[src/rtl/mem_arb_pkg.sv]
// Shared definitions for the main-memory arbiter: state encoding, width defaults and owner codes.
package mem_arb_pkg;

    localparam int unsigned DEF_ADDR_WIDTH  = 28;
    localparam int unsigned DEF_BLOCK_WIDTH = 128;

    localparam logic [1:0] ARB_IDLE   = 2'd0;
    localparam logic [1:0] ARB_ACCESS = 2'd1;
    localparam logic [1:0] ARB_RESP   = 2'd2;

    localparam logic OWNER_I = 1'b0;
    localparam logic OWNER_D = 1'b1;

    typedef enum logic [1:0] {
        StIdle   = ARB_IDLE,
        StAccess = ARB_ACCESS,
        StResp   = ARB_RESP
    } arb_state_e;

endpackage

[src/rtl/arb_grant_sel.sv]
// Combinational winner select between I-cache and D-cache requests.
// MEM_ARB_ROUND_ROBIN_EN: ties go to the cache not served last; otherwise D always wins ties.
module arb_grant_sel
    import mem_arb_pkg::*;
(
    input  logic i_req,
    input  logic d_req,
    input  logic last_owner,
    output logic winner
);

`ifdef MEM_ARB_ROUND_ROBIN_EN
    always_comb begin
        winner = OWNER_I;
        if (i_req && d_req) begin
            winner = ~last_owner;
        end else if (d_req) begin
            winner = OWNER_D;
        end
    end
`else
    logic unused_last_owner;
    assign unused_last_owner = last_owner;

    always_comb begin
        winner = OWNER_I;
        if (d_req) begin
            winner = OWNER_D;
        end
    end
`endif

endmodule

[src/rtl/memory_arbiter.sv]
// Shares the main-memory block port between I-cache and D-cache, one full transaction per grant.
// MEM_ARB_ROUND_ROBIN_EN selects round-robin tie breaking (default: fixed D-over-I).
module memory_arbiter
    import mem_arb_pkg::*;
#(
    parameter int unsigned ADDR_WIDTH  = DEF_ADDR_WIDTH,
    parameter int unsigned BLOCK_WIDTH = DEF_BLOCK_WIDTH
) (
    input  logic                   clk,
    input  logic                   reset,
    input  logic                   i_mem_read,
    input  logic [ADDR_WIDTH-1:0]  i_mem_address,
    output logic [BLOCK_WIDTH-1:0] i_mem_readdata,
    output logic                   i_mem_busywait,
    input  logic                   d_mem_read,
    input  logic                   d_mem_write,
    input  logic [ADDR_WIDTH-1:0]  d_mem_address,
    input  logic [BLOCK_WIDTH-1:0] d_mem_writedata,
    output logic [BLOCK_WIDTH-1:0] d_mem_readdata,
    output logic                   d_mem_busywait,
    output logic                   mem_read,
    output logic                   mem_write,
    output logic [ADDR_WIDTH-1:0]  mem_address,
    output logic [BLOCK_WIDTH-1:0] mem_writedata,
    input  logic [BLOCK_WIDTH-1:0] mem_readdata,
    input  logic                   mem_busywait,
    output logic                   grant_d
);

    arb_state_e             state_q;
    logic                   owner_q;
    logic                   mem_read_q;
    logic                   mem_write_q;
    logic [ADDR_WIDTH-1:0]  addr_q;
    logic [BLOCK_WIDTH-1:0] wdata_q;
    logic [BLOCK_WIDTH-1:0] i_rdata_q;
    logic [BLOCK_WIDTH-1:0] d_rdata_q;

    logic i_req;
    logic d_req;
    logic winner;

    assign i_req = i_mem_read;
    assign d_req = d_mem_read | d_mem_write;

    // owner_q doubles as the last-served record for round-robin tie breaking
    arb_grant_sel u_grant_sel (
        .i_req      (i_req),
        .d_req      (d_req),
        .last_owner (owner_q),
        .winner     (winner)
    );

    always_ff @(posedge clk) begin
        if (!reset) begin
            state_q     <= StIdle;
            owner_q     <= OWNER_I;
            mem_read_q  <= 1'b0;
            mem_write_q <= 1'b0;
            addr_q      <= '0;
            wdata_q     <= '0;
            i_rdata_q   <= '0;
            d_rdata_q   <= '0;
        end else begin
            unique case (state_q)
                StIdle: begin
                    if (i_req || d_req) begin
                        state_q <= StAccess;
                        owner_q <= winner;
                        if (winner == OWNER_D) begin
                            // read+write together is treated as a write-back
                            mem_write_q <= d_mem_write;
                            mem_read_q  <= ~d_mem_write;
                            addr_q      <= d_mem_address;
                            wdata_q     <= d_mem_writedata;
                        end else begin
                            mem_write_q <= 1'b0;
                            mem_read_q  <= 1'b1;
                            addr_q      <= i_mem_address;
                        end
                    end
                end
                StAccess: begin
                    if (!mem_busywait && (mem_read_q || mem_write_q)) begin
                        if (owner_q == OWNER_D) begin
                            d_rdata_q <= mem_readdata;
                        end else begin
                            i_rdata_q <= mem_readdata;
                        end
                        mem_read_q  <= 1'b0;
                        mem_write_q <= 1'b0;
                        state_q     <= StResp;
                    end
                end
                StResp: begin
                    state_q <= StIdle;
                end
                default: begin
                    state_q <= StIdle;
                end
            endcase
        end
    end

    assign mem_read       = mem_read_q;
    assign mem_write      = mem_write_q;
    assign mem_address    = addr_q;
    assign mem_writedata  = wdata_q;
    assign grant_d        = owner_q;
    assign i_mem_readdata = i_rdata_q;
    assign d_mem_readdata = d_rdata_q;

    // A request stalls from the cycle it is raised until its owner's RESP cycle
    assign i_mem_busywait = i_req && !((state_q == StResp) && (owner_q == OWNER_I));
    assign d_mem_busywait = d_req && !((state_q == StResp) && (owner_q == OWNER_D));

endmodule
[config.mk]
export PLATFORM = sky130hd
export DESIGN_NAME = memory_arbiter
export DESIGN_NICKNAME = d
export VERILOG_FILES = /design/src/rtl/mem_arb_pkg.sv /design/src/rtl/arb_grant_sel.sv /design/src/rtl/memory_arbiter.sv
export SDC_FILE = /design/constraint.sdc
export NUM_CORES = 1
export LEC_CHECK = 0
export ABC_AREA = 0
export BUFFER_PORTS_ARGS = -buffer_cell sky130_fd_sc_hd__clkbuf_2
export CAP_MARGIN = 40
export CORE_AREA = 2 2 283 285
export CTS_CLUSTER_DIAMETER = 100
export DETAILED_ROUTE_END_ITERATION = 10
export DIE_AREA = 0 0 285 287
export PLACE_DENSITY = 0.43
export SLEW_MARGIN = 30
export SYNTH_ARGS = -nofsm -noshare
export SYNTH_HDL_FRONTEND = slang
export SYNTH_HIERARCHICAL = 1
export SYNTH_SLANG_ARGS = --single-unit
[constraint.sdc]
create_clock -name clk -period 2.9 [get_ports clk]
set_clock_uncertainty 0.2 [all_clocks]
set_input_delay 0.29 -clock clk [delete_from_list [all_inputs] [get_ports clk]]
set_output_delay 0.29 -clock clk [all_outputs]
set_load 0.005 [all_outputs]
**Word level (Yosys, flattened, before mapping)**

Index checks and enable logic that the tools add are counted.

- Register bits after elaboration: 417
- Input bits: 318
- Output and inout bits: 417
- Word-level logic and storage cells: 45

- Eq/ne operators: 4
- Mux-type cells: 12
- Bitwise operators: 3
- Reductions and logical operators: 18

Operator list:

| kind | number |
|---|---|
| two-way mux 28 bit | 1 |
| AND reduction 3 bit | 4 |
| two-way mux 1 bit | 6 |
| logical AND 1 bit | 5 |
| two-way mux 2 bit | 2 |
| != test 2 bit (second input constant) | 2 |
| one-hot mux 1 bit (2 select lines) | 2 |
| one-hot mux 2 bit (2 select lines) | 1 |
| AND reduction 2 bit | 2 |
| zero test 1 bit | 3 |
| equality test 2 x 1 -> 1 bit (second input constant) | 1 |
| equality test 2 bit (second input constant) | 1 |
| zero test 2 bit | 1 |
| logical OR 1 bit | 2 |
| NOT 1 bit | 2 |
| nonzero test 2 bit | 1 |
| OR 1 bit | 1 |

**Longest topological paths before layout**

- Depth after elaboration: 5
- Gate-level depth with buffers: 8
- Mapped depth without buffers: 4

**Hierarchy**

Netlist, hierarchy kept.

By module, submodules not included:

| module | times used | cells each | area an instance (sq um) | sequential area each (sq um) |
|---|---|---|---|---|
| memory_arbiter | 1 | 1,684 | 16,128.0 | 8,348.0 |
| arb_grant_sel | 1 | 1 | 7.5 | 0.0 |

**Worst setup path before layout**

No wires, ideal clock.

- Path kind: in2reg
- Start: input d_mem_read
- End: register owner_q, in the netlist grant_d
- Setup time: 0.115 ns
- Arrival time: 1.524 ns
- Required time: 2.585 ns
- Slack: 1.061 ns
- Stages on the path: 8
- Path buffers: 5
- Cell sequence: or2_2 > buf_4 > clkbuf_1 > and3_1 > clkbuf_1 > buf_6 > buf_6 > o21a_1

- Elaborated cells between the ends (all ways): 4
- Classes of those cells: mux: 1; bitwise: 1; reduce/logical: 2

RTL lines:

| item | RTL line | RTL |
|---|---|---|
| from (decl) | memory_arbiter.sv:15 | `input logic d_mem_read,` |
| OR 1 bit | memory_arbiter.sv:44 | `assign d_req = d_mem_read \| d_mem_write;` |
| two-way mux 1 bit | arb_grant_sel.sv:27 | `if (d_req) begin` |
| named net winner | memory_arbiter.sv:41 | `logic winner;` |
| to (signal assigned) | memory_arbiter.sv:69 | `owner_q <= winner;` |
| to (decl) | memory_arbiter.sv:31 | `logic owner_q;` |

The timed path passes the listed nets, and every way through them passes these cells.
A chain may end at the register's enable or synchronous reset.

**Worst setup path after layout**

- Start: register state_q[1]
- End: register wdata_q[12], in the netlist mem_writedata[12]

- Word-level cells in the longest chain between the ends: 2

RTL lines:

| item | RTL line | RTL |
|---|---|---|
| from (decl) | memory_arbiter.sv:30 | `arb_state_e state_q;` |
| from (signal assigned) | memory_arbiter.sv:56 | `state_q <= StIdle;` |
| from (signal assigned) | memory_arbiter.sv:68 | `state_q <= StAccess;` |
| from (signal assigned) | memory_arbiter.sv:92 | `state_q <= StResp;` |
| zero test 2 bit | memory_arbiter.sv:65 | `unique case (state_q)` |
| AND reduction 3 bit (no line) | - |  |
| to (signal assigned) | memory_arbiter.sv:75 | `wdata_q <= d_mem_writedata;` |
| to (decl) | memory_arbiter.sv:35 | `logic [BLOCK_WIDTH-1:0] wdata_q;` |

No other way between the ends.

==> results_dict.tcl <==
set metrics [dict create \
    ys_ff_latch 417 \
    max_cap_violations 0 \
    grt_pass1_vias 16290 \
    grtUsageTotal_pct 14.19 \
    yosys.area.top_type "dfxtp_1" \
    portBuffers 734 \
    cts.sinks 417 \
    tritoncts "yes" \
    wl_per_cell_um 16.03 \
    netlist_instances 1685 \
    hp-class "register to register" \
    grt.overflow.total 0 \
    placed_cells 3387 \
    drt_iter0_drc 537 \
    die_h_um 287 \
    worstSetupPathType "register to register" \
    clock.fmax_ghz 0.3773 \
    core_area_um2 78610 \
    layout_min_cycle_time_ps 2650 \
    setup_viol 0 \
    clkLatencyLatePin_ps 590 \
    place_congestion 0.8658 \
    die_area_um2 81800 \
    ys_warn_count 6 \
    synth_top_area_share_pct 51.74 \
    drc_errors 0 \
    tightest_slew_ps 662.4 \
    hpwl_um 45190 \
    synthTopCellsByArea "dfxtp_1 52%, mux2i_1 26%, nand2_1 15%, clkbuf_1 2.0%, o211a_1 1.7%" \
    drive_above_1_share_pct 31.62 \
    critical_path_required_ps 3220 \
    ctsResizeCount 0 \
    vias 15520 \
    clock_tree.root_cell "clkbuf_16" \
    finalPower_mw 14.57 \
    synthesis.nets 2003 \
    swShare_pct 25.63 \
    cts_setup_buffers 0 \
    h-tree-depth 2 \
    clockBufferDepth 3 \
    crit_fanout 31 \
    wirelength_um 61160 \
    syn_avg_cell_area_um2 9.576 \
    finalNonFillerCells 3815 \
    rsz0062_at_grt "false" \
    p_leak_nw 12.89 \
    synth_cell_types 25 \
    drt_pass1_iterations 5 \
    io_pins 735 \
    cts_buffers 50 \
    power_density_nw_per_um2 559.5 \
    clkTransAtPathRegs_ps 60 \
    power_frac_comb_pct 13.9 \
    nNetsFinal 3043 \
    p_seq_share_pct 42.4 \
    num_rows 103 \
    p_int_mw 10.83 \
    hold_viol 0 \
    grt_max_degree 72 \
    area_delta_synth_final_pct 61.36 \
    peakVddDrop_uv 368.6 \
    slew_headroom_pct 55.84 \
    p_sw_mw 3.733 \
    start_util_pct 20.53 \
    setup.worst_path.start_class "register" \
    antenna_found_initial 0 \
    syn_area_um2 16140 \
    period_share_pct 91.39 \
    ctsHoldBuffers 336 \
    grt_first_pass_wirelength_um 92340 \
    vias_per_cell 4.068 \
    drtAntennaViolNets 0 \
    status "completed" \
    power_frac_clock_pct 43.7 \
    setup_tns_ps 0 \
    die_x_um 285 \
    critPathCaptureType "register" \
    maxSlewViolCount 0 \
    seq_area_frac_synth_pct 51.74 \
    crit_arrival_ps 2970 \
]
[cells in the final DEF, fill, tap and decap left out, drive strengths merged, types with 3 or more instances in the layout]
cell,instances
clkbuf,805
nand2,642
bufinv,3
dlygate4sd3,336
and3,3
buf,53
dfxtp,417
nand3,29
inv,6
clkinv,10
o211a,28
mux2i,413
[registers in the layout, indices dropped and copies added (netlist names)]
| signal | flops |
|---|---|
| d_mem_readdata | 128 |
| grant_d | 1 |
| i_mem_readdata | 128 |
| mem_address | 28 |
| mem_read | 1 |
| mem_write | 1 |
| mem_writedata | 128 |
| state_q | 2 |
[power groups by stage]
| stage | Sequential [mW] | Clock [mW] | Combinational [mW] |
|---|---|---|---|
| after floorplan | 6.31 | 0 | 0.836 |
| after global placement | 6.30 | 0 | 1.63 |
| after detailed placement | 6.30 | 0 | 1.65 |
| after CTS | 6.18 | 6.61 | 2.05 |
| after global routing | 6.21 | 6.84 | 2.20 |
| final | 6.18 | 6.36 | 2.02 |
[cell usage after synthesis, drive strengths merged]
library cell / n
o21ba: 1
dfxtp: 417
clkbuf: 85
mux2i: 413
a21oi: 1
nand2: 642
or2: 1
nand3: 29
inv: 2
nor2b: 1
nand2b: 1
o211ai: 2
and2: 1
o211a: 28
or3: 1
nand4: 1
and3: 3
o21ai: 1
o21a: 2
buf: 49
o31a: 2
nor2: 2
[cell type report]
cell class	instances	area [um^2]
Clock buffer	72	1444
Timing Repair Buffer	1122	7562
Inverter	2	7.507
Multi-Input combinational cell	1132	7132
Tap cell	1050	1314
Antenna cell	1	2.502
Fill cell	8188	52580
Clock inverter	19	226.5
Sequential cell	417	8348
[metal layers]
metal / track usage [%] / vias up / wire length [um]
met5: 0 / - / 0
met4: 7.173 / 0 / 3126
met3: 3.619 / 145 / 3823
met2: 25.89 / 473 / 30590
met1: 15.12 / 7279 / 23620
li1: - / 7622 / -
[cells by family after synthesis]
logic type / after synthesis / synth area share, %
DFF: 417 / 51.74
muxes: 413 / 25.62
buffers and inverters: 136 / 4.226
AOI/OAI and AO/OA: 37 / 2.156
and+or+nand+nor: 682 / 16.26
[final timing paths]
path | startpoint | end | slack, ps | cells after the start
min | mem_writedata[52] | mem_writedata[52] | 250 | 2
max reg2reg | state_q[1] | mem_writedata[12] | 250 | 6
min reg2reg | mem_writedata[52] | mem_writedata[52] | 250 | 2
max | state_q[1] | mem_writedata[12] | 250 | 6
[stage by stage]
| stage | hold WS [ps] | utilization (%) | instance area, um^2 | worst slack, ps |
|---|---|---|---|---|
| after global routing | 262.3 | 33.12 | 26030 | 133.4 |
| final | 254.4 | 33.12 | 26040 | 249.6 |
| after global placement | 241.6 | 26.71 | 21000 | 660.0 |
| after floorplan | 232.1 | - | 16140 | 1061 |
| after detailed placement | 246.6 | 26.71 | 21000 | 618.4 |
| after CTS | 220.2 | 33.12 | 26030 | 234.2 |
[worst max-delay path, stage by stage (launching register included)]
cell and delay (ps):
dfxtp_1 330, nor2_2 160, buf_4 190, and3_4 580, buf_12 290, mux2i_1 200
dlygate4sd3_1 560
Note: power is estimated with default switching activity, not from simulation.
